## src/rtl/mwc_expect_mem.sv

```systemverilog
// mwc_expect_mem: DEPTH x (address, data) expectation slots, sync write, async read.
// Rev 1.0
`default_nettype none

module mwc_expect_mem #(
  parameter int WIDTH = 32,
  parameter int DEPTH = 4,
  parameter int IW    = $clog2(DEPTH),
  parameter int CW    = $clog2(DEPTH) + 1
) (
  input  wire logic             clk,
  input  wire logic             we_i,
  input  wire logic [IW-1:0]    widx_i,
  input  wire logic [WIDTH-1:0] wadr_i,
  input  wire logic [WIDTH-1:0] wdata_i,
  input  wire logic [CW-1:0]    ridx_i,
  output logic      [WIDTH-1:0] radr_o,
  output logic      [WIDTH-1:0] rdata_o
);

  logic [WIDTH-1:0] adr_q  [DEPTH];
  logic [WIDTH-1:0] data_q [DEPTH];

  // Slots are deliberately not reset; they are only meaningful once loaded.
  always_ff @(posedge clk) begin
    if (we_i) begin
      adr_q[widx_i]  <= wadr_i;
      data_q[widx_i] <= wdata_i;
    end
  end

  always_comb begin
    radr_o  = '0;
    rdata_o = '0;
    if (ridx_i < CW'(DEPTH)) begin
      radr_o  = adr_q[ridx_i[IW-1:0]];
      rdata_o = data_q[ridx_i[IW-1:0]];
    end
  end

endmodule

`default_nettype wire

```

## config.mk

```make
export PLATFORM = sky130hd
export DESIGN_NAME = mwc_expect_mem
export DESIGN_NICKNAME = d
export VERILOG_FILES = /design/src/rtl/mwc_expect_mem.sv
export SDC_FILE = /design/constraint.sdc
export NUM_CORES = 1
export LEC_CHECK = 0
export CAP_MARGIN = 20
export CORE_ASPECT_RATIO = 0.8
export CORE_MARGIN = 2
export CORE_UTILIZATION = 34
export DETAILED_ROUTE_END_ITERATION = 10
export PLACE_DENSITY = 0.61
export SETUP_SLACK_MARGIN = 0.2
export SLEW_MARGIN = 25
export SYNTH_ARGS = -nofsm -noshare
export SYNTH_HDL_FRONTEND = slang
export SYNTH_SLANG_ARGS = --single-unit
```

## constraint.sdc

```tcl
create_clock -name clk -period 8 [get_ports clk]
set_input_delay 1.6 -clock clk [delete_from_list [all_inputs] [get_ports clk]]
set_output_delay 1.6 -clock clk [all_outputs]
set_load 0.005 [all_outputs]
```

==> flow_summary.toml, run 1 <==
[run_status]
status = "complete, no violations"

[sta]
worst_slew_pin_slew_ns = 1.01
setup_viol = 0
layout_setup_ws_ns = 2.49
fmax_ghz = 0.182
slew_violations = 0
hold_viol = 0
rsz0062_at_grt = "no"
relSlewSlack = 0.329
final.setup.tns_ns = 0
fin_crit_sh = 0.689
fin_crit_ns = 5.51

[placed_design]
dp_slack_ns = 2.45
numPortBuffers = 134
dpl.hpwl_um = 10800
routabilityCongestion = 0.678

[synthesis]
synthCells = 483
synth.net_count = 554
synth_cell_type_count = 16
yosys.area.top_type = "edfxtp_1"
synth_area_mm2 = 0.00972
synth_warnings = 0
ys_seq_area_frac = 0.791
ys_seq_elements = 256
synth_area_per_cell_um2 = 20.1
synth.area.top_cells = "edfxtp_1, mux2i_1, o22ai_1"
synth_top_area_frac = 0.791

[global_routing]
grt_usage = 0.126
antenna_found_initial = 0
grt_pass1_vias = 5246
busiest_layer = "met2"
use_met3 = 0.0241
grt_use_met2 = 0.236
grt_max_degree = 68
grt_pass1_wl_um = 28800
grt_overflow = 0
gr-usage-met1 = 0.147

[clocking]
ctsResizeCount = 0
postCtsHoldBufs = 0
cts_tree = "built"
cts_root_buffer = "clkbuf_16"
path_clk_slew_ns = 0.06
clockBufferDepth = 3
cts_setup_buffers = 0
cts-buffers-inserted = 27
ctsHtreeMaxLevel = 1
cts.sinks = 256

[floorplan]
dieArea_mm2 = 0.0300
pin_count = 135
die_h_um = 155
start_util = 0.345
core_mm2 = 0.0282
rows = 55
die_x_um = 193

[drt]
drt_pass1_iterations = 5
finalWirelength_um = 19100
via_per_inst = 4.81
postRouteAntennaNets = 0
drc = 0
vias = 4879
drt_iter0_drc = 280
wire_per_inst_um = 18.9

[power_and_ir_drop]
p_leak_nw = 4.17
ir_worst_vdd_v = 0.000186
finalPower_mw = 2.92
p_per_area_mw_per_mm2 = 241

[cells_and_area]
n_antenna_cell = 0
multi_input_area_mm2 = 0.00175
syn_to_final_growth_pct = 25.0
num-fill-cells = 2481
seq_area_mm2 = 0.00769
drive_above_1_share = 0.0806
fin_nets = 700

[worst_setup_path]
crit_type = "in2out"
endpoint_kind = "output pin"
arrival_ns = 3.91
cp.required_ns = 6.40
path_max_fanout = 36
start_kind = "input port"

[min_path]
hold_class = "in2reg"

[flow_run]
drv_cap = 0
[final cells by class]
type,count,share of cell area
Multi-Input combinational cell,199,0.144
Sequential cell,256,0.633
Timing Repair Buffer,145,0.119
Tap cell,370,0.0381
Clock inverter,13,0.00927
Clock buffer,32,0.0572
[logic make-up after synthesis]
kind of cell           count (synthesis)  synth area share
multiplexers                         128             0.132
buffers and inverters                 28            0.0320
AO/OA/AOI/OAI                         64            0.0412
flip-flops                           256             0.791
AND/OR/NAND/NOR                        7           0.00438
[where the power goes]
| group | internal [mW] | switching [mW] |
|---|---|---|
| clock | 0.675 | 0.462 |
| sequential | 1.55 | 0.0156 |
| combinational | 0.115 | 0.107 |
| total | 2.34 | 0.584 |
[cell usage after synthesis]
cell,n
buf_4,1
and3b_1,1
or2_1,1
clkbuf_1,6
nand2b_1,1
buf_6,1
buf_2,7
edfxtp_1,256
and3_1,1
nor2_1,1
o22ai_1,64
nor3b_1,1
mux2i_1,128
buf_12,8
nand2_1,1
buf_8,5
[stage by stage]
step / hold slack [ns] / cell area [um^2] / cells / util
after global routing: 1.70 / 12200 / 1015 / 0.431
after global placement: 2.22 / 11300 / 969 / 0.401
after floorplan: 1.70 / 9720 / 483 / -
final: 1.72 / 12200 / 1015 / 0.431
after detailed placement: 2.24 / 11300 / 969 / 0.401
after CTS: 1.69 / 12100 / 1014 / 0.430
[critical path, cell delays in order]
cell             delay [ns]
clkdlybuf4s50_1        0.46
nand2b_2               0.58
buf_4                  0.52
o22ai_1                0.18
clkdlybuf4s50_1        0.49
[metal layers]
metal	wire, um	part of all wire	vias up
met4	408	0.021	0
met2	10100	0.53	117
met1	7770	0.41	2476
met5	0	0	-
met3	898	0.047	24
li1	-	-	2262
[cell usage in the layout (no fill, tap or decap)]
master / instances
clkbuf_16: 27
buf_6: 1
clkinv_2: 3
and3b_4: 1
clkdlybuf4s50_1: 133
clkbuf_1: 5
nand2b_2: 1
or2_2: 1
nand2_1: 1
mux2i_1: 128
edfxtp_1: 256
buf_16: 1
bufinv_16: 2
nor3b_2: 1
and3_4: 1
clkinv_1: 6
o22ai_1: 64
buf_4: 10
clkinvlp_4: 2
nor2_4: 1
[sequential cells by signal (all words and copies together), names as in the netlist]
register  cells
data_q      128
adr_q       128
[final timing paths]
path | startpoint | to | slack (ns) | cells after the start
setup / recovery | ridx_i[2] | rdata_o[19] | 2.49 | 5
hold / removal | wdata_i[6] | data_q[0][6]$_DFFE_PP_ | 1.72 | 1
(Power assumes the default switching activity.)
==> run 2, diff against run 1 <==
==> constraint.sdc (replaced) <==
create_clock -name clk -period 5.7 [get_ports clk]
set_input_delay 1.14 -clock clk [delete_from_list [all_inputs] [get_ports clk]]
set_output_delay 1.14 -clock clk [all_outputs]
set_load 0.005 [all_outputs]
==> flow_summary.toml, run 2 (same netlist as run 1, synthesis figures left out) <==
[global_routing]
grt_pass1_vias = 5200
grt_overflow = 0
grt_max_degree = 65
grt_pass1_wl_um = 29500
grt_usage = 0.128
antenna_found_initial = 0

[worst_setup_path]
crit_type = "in2out"
crit_chain = "clkdlybuf4s50_1 > or2_2 > buf_4 > o22ai_1 > clkdlybuf4s50_1"
path_max_fanout = 24
start_kind = "input port"
slowest_delay_ns = 0.55
endpoint_kind = "output pin"
cp.required_ns = 4.56
path_common_cell = "clkdlybuf4s50_1"
cp_slowest_cell = "or2_2"
arrival_ns = 3.31

[drt]
wire_per_inst_um = 18.9
drc = 0
vias = 4869
finalWirelength_um = 19300
postRouteAntennaNets = 0
drt_pass1_iterations = 4
via_per_inst = 4.76
drt_iter0_drc = 198

[floorplan]
die_x_um = 193
rows = 55
start_util = 0.345
die_h_um = 155
pin_count = 135
dieArea_mm2 = 0.0300
core_mm2 = 0.0282

[sta]
relSlewSlack = 0.466
rsz0062_at_grt = "no"
fmax_ghz = 0.225
fin_crit_sh = 0.781
slew_violations = 0
final.setup.tns_ns = 0
worst_slew_pin_slew_ns = 0.800
hold_viol = 0
fin_crit_ns = 4.45
setup_viol = 0

[cells_and_area]
final_area_mm2 = 0.0122
syn_to_final_growth_pct = 25.4
final_common_cell = "edfxtp_1"
n_antenna_cell = 0
fin_nets = 703
top_regs = "adr_q (128), data_q (128)"
mostFrequentLayoutCells = "edfxtp_1, clkdlybuf4s50_1, mux2i_1, o22ai_1, clkbuf_16"
drive_above_1_share = 0.0905

[clocking]
cts_root_buffer = "clkbuf_16"
ctsHtreeMaxLevel = 1
clockBufferDepth = 3
cts_setup_buffers = 0
ctsResizeCount = 0
path_clk_slew_ns = 0.06
cts_tree = "built"
cts.sinks = 256
cts-buffers-inserted = 27
postCtsHoldBufs = 0

[placed_design]
dpl.hpwl_um = 11300
dpl_cell_area_mm2 = 0.0113
numPortBuffers = 134
routabilityCongestion = 0.682

[power_and_ir_drop]
ir_worst_vdd_v = 0.000252
p_leak_nw = 4.20
p_per_area_mw_per_mm2 = 335

[flow_run]
drv_cap = 0

[min_path]
hold_class = "in2reg"

[run_status]
status = "complete, no violations"
-- run 2: changes by cell type in the layout (fill, tap and decap cells not counted), sizes merged --
cell	change
bufinv	-1
clkinv	+3
buf	+3
clkinvlp	+1
clkbuf	+1
-- run 2: area by class of cell --
class                           count  area [um^2]
Sequential cell                   256         7690
Clock inverter                     16          106
Fill cell                        2483        16000
Timing Repair Buffer              148         1490
Tap cell                          370          463
Multi-Input combinational cell    199         1750
Clock buffer                       33          698
-- run 2: critical path: cells and delay by family --
| kind | cells | cell delay (ns) |
|---|---|---|
| buffers and inverters | 3 | 1.32 |
| and+or+nand+nor | 1 | 0.55 |
| AOI/OAI and AO/OA | 1 | 0.27 |
-- run 2: routing by layer --
| metal | up-vias | GRT usage | share of wire |
|---|---|---|---|
| met5 | - | 0 | 0 |
| met4 | 0 | 0.0296 | 0.021 |
| met3 | 25 | 0.0305 | 0.048 |
| met2 | 107 | 0.229 | 0.50 |
| met1 | 2466 | 0.158 | 0.43 |
| li1 | 2271 | - | - |
-- run 2: where the power goes --
part / switching (mW) / internal (mW)
Combinational: 0.151 / 0.164
Sequential: 0.0220 / 2.17
Clock: 0.668 / 0.912
Total: 0.842 / 3.25
-- run 2: through the flow --
| stage | util | power, mW | std cells | setup slack (ns) | hold WS, ns |
|---|---|---|---|---|---|
| finish | 0.432 | 4.09 | 1022 | 1.25 | 1.26 |
| global route | 0.432 | 4.25 | 1022 | 1.11 | 1.24 |
| CTS | 0.431 | 4.14 | 1020 | 1.19 | 1.23 |
| detailed placement | 0.402 | 2.55 | 971 | 1.19 | 1.78 |
| global placement | 0.402 | 2.54 | 971 | 1.17 | 1.76 |
| floorplan | - | 2.38 | 483 | 1.32 | 1.24 |
-- run 2: worst paths after layout --
| path | from | endpoint | slack (ns) | cells after the start |
|---|---|---|---|---|
| max | ridx_i[1] | rdata_o[22] | 1.25 | 5 |
| min | wdata_i[11] | data_q[3][11]$_DFFE_PP_ | 1.26 | 1 |
==> run 3, diff against run 2 <==
==> constraint.sdc (replaced) <==
create_clock -name clk -period 4.2 [get_ports clk]
set_input_delay 0.84 -clock clk [delete_from_list [all_inputs] [get_ports clk]]
set_output_delay 0.84 -clock clk [all_outputs]
set_load 0.005 [all_outputs]
==> flow_summary.toml, run 3 (same netlist as run 1, synthesis figures left out) <==
[sta]
fin_crit_sh = 0.918
setup_viol = 0
fin_crit_ns = 3.86
slew_violations = 0
worst_slew_pin_slew_ns = 0.890
relSlewSlack = 0.407
layout_setup_ws_ns = 0.345
final.setup.tns_ns = 0
hold_viol = 0
rsz0062_at_grt = "no"
fmax_ghz = 0.259

[drt]
via_per_inst = 4.88
postRouteAntennaNets = 0
drt_pass1_iterations = 4
vias = 4982
finalWirelength_um = 20300
wire_per_inst_um = 19.9
drt_iter0_drc = 259
drc = 0

[worst_setup_path]
start_kind = "input port"
endpoint_kind = "output pin"
path_common_cell = "clkdlybuf4s50_1"
cp.required_ns = 3.36
cp.buffers_inverters = 3
slowest_delay_ns = 0.57
path_delay_family = "buffers and inverters"
cp_slowest_cell = "clkdlybuf4s50_1"
crit_type = "in2out"
crit_chain = "clkdlybuf4s50_1 > or2_2 > buf_6 > o22ai_1 > clkdlybuf4s50_1"
arrival_ns = 3.02
path_max_fanout = 64

[min_path]
hold_path.startpoint = "wdata_i[20]"
holdPathEnd = "data_q[2][20]$_DFFE_PP_"
hold_class = "in2reg"
hold_depth = 1

[cells_and_area]
mostFrequentLayoutCells = "edfxtp_1, clkdlybuf4s50_1, mux2i_1, o22ai_1, clkbuf_16"
utilization = 0.434
top_regs = "adr_q (128), data_q (128)"
final_common_cell = "edfxtp_1"
n_antenna_cell = 0
fin_nets = 702
syn_to_final_growth_pct = 26.0
drive_above_1_share = 0.0862

[placed_design]
dpl.hpwl_um = 10900
routabilityCongestion = 0.673
numPortBuffers = 134
dp_slack_ns = 0.289

[global_routing]
grt_max_degree = 65
grt_pass1_vias = 5164
grt_usage = 0.131
antenna_found_initial = 0
grt_pass1_wl_um = 29600
grt_overflow = 0

[clocking]
cts.sinks = 256
cts_tree = "built"
cts-buffers-inserted = 26
postCtsHoldBufs = 0
cts_root_buffer = "clkbuf_16"
path_clk_slew_ns = 0.06
ctsHtreeMaxLevel = 1
clockBufferDepth = 3

[floorplan]
dieArea_mm2 = 0.0300
die_h_um = 155
core_mm2 = 0.0282
rows = 55
die_x_um = 193
pin_count = 135
start_util = 0.345

[flow_run]
drv_cap = 0

[power_and_ir_drop]
p_per_area_mw_per_mm2 = 458
ir_worst_vdd_v = 0.000311
finalPower_mw = 5.61
p_leak_nw = 4.22

[run_status]
status = "complete, no violations"
-- run 3: cell types whose count changed in the layout (fill, tap and decap cells not counted), sizes merged --
cell,delta
buf,-1
bufinv,+1
clkbuf,-3
clkinv,+1
clkinvlp,-2
inv,+1
nand2b,+1
-- run 3: how the worst max path moves through the flow --
stage / start / to / slack, ns / depth (start not counted)
5_1_grt: ridx_i[1] / radr_o[15] / 0.24 / 5
3_3_place_gp: ridx_i[1] / rdata_o[13] / 0.31 / 5
2_1_floorplan: widx_i[1] / adr_q[0][0]$_DFFE_PP_ / 0.38 / 1
3_5_place_dp: ridx_i[1] / radr_o[15] / 0.29 / 5
6_report: ridx_i[1] / radr_o[15] / 0.34 / 5
4_1_cts: ridx_i[1] / rdata_o[14] / 0.29 / 5
-- run 3: power by group --
group          total, mW  switching [mW]  internal [mW]
sequential          2.98          0.0295           2.95
combinational      0.436           0.210          0.226
clock               2.20           0.912           1.29
-- run 3: per-stage QoR --
step | cells | hold slack (ns) | instance area [um^2]
CTS | 1019 | 0.914 | 12200
detailed placement | 972 | 1.48 | 11400
floorplan | 483 | 0.939 | 9730
finish | 1020 | 0.941 | 12200
global placement | 971 | 1.45 | 11400
global route | 1020 | 0.926 | 12200
-- run 3: timing repair --
action                                  4_1_cts  5_1_grt
resized for setup                             0        1
endpoints found under the setup margin        0        1
buffers inserted                              0        0
hold endpoints to repair                      0        0
-- run 3: layout make-up --
class                   instances  area (um^2)
repair buffers                147         1510
flip-flops and latches        256         7690
clock inverters                17          130
well taps                     370          463
clock buffers                  30          687
fillers                      2482        16000
multi-input cells             200         1770
-- run 3: routing by layer --
layer | GRT usage | share of wire
met3 | 0.0289 | 0.046
met5 | 0 | 0
met1 | 0.155 | 0.42
met2 | 0.240 | 0.51
met4 | 0.0339 | 0.029
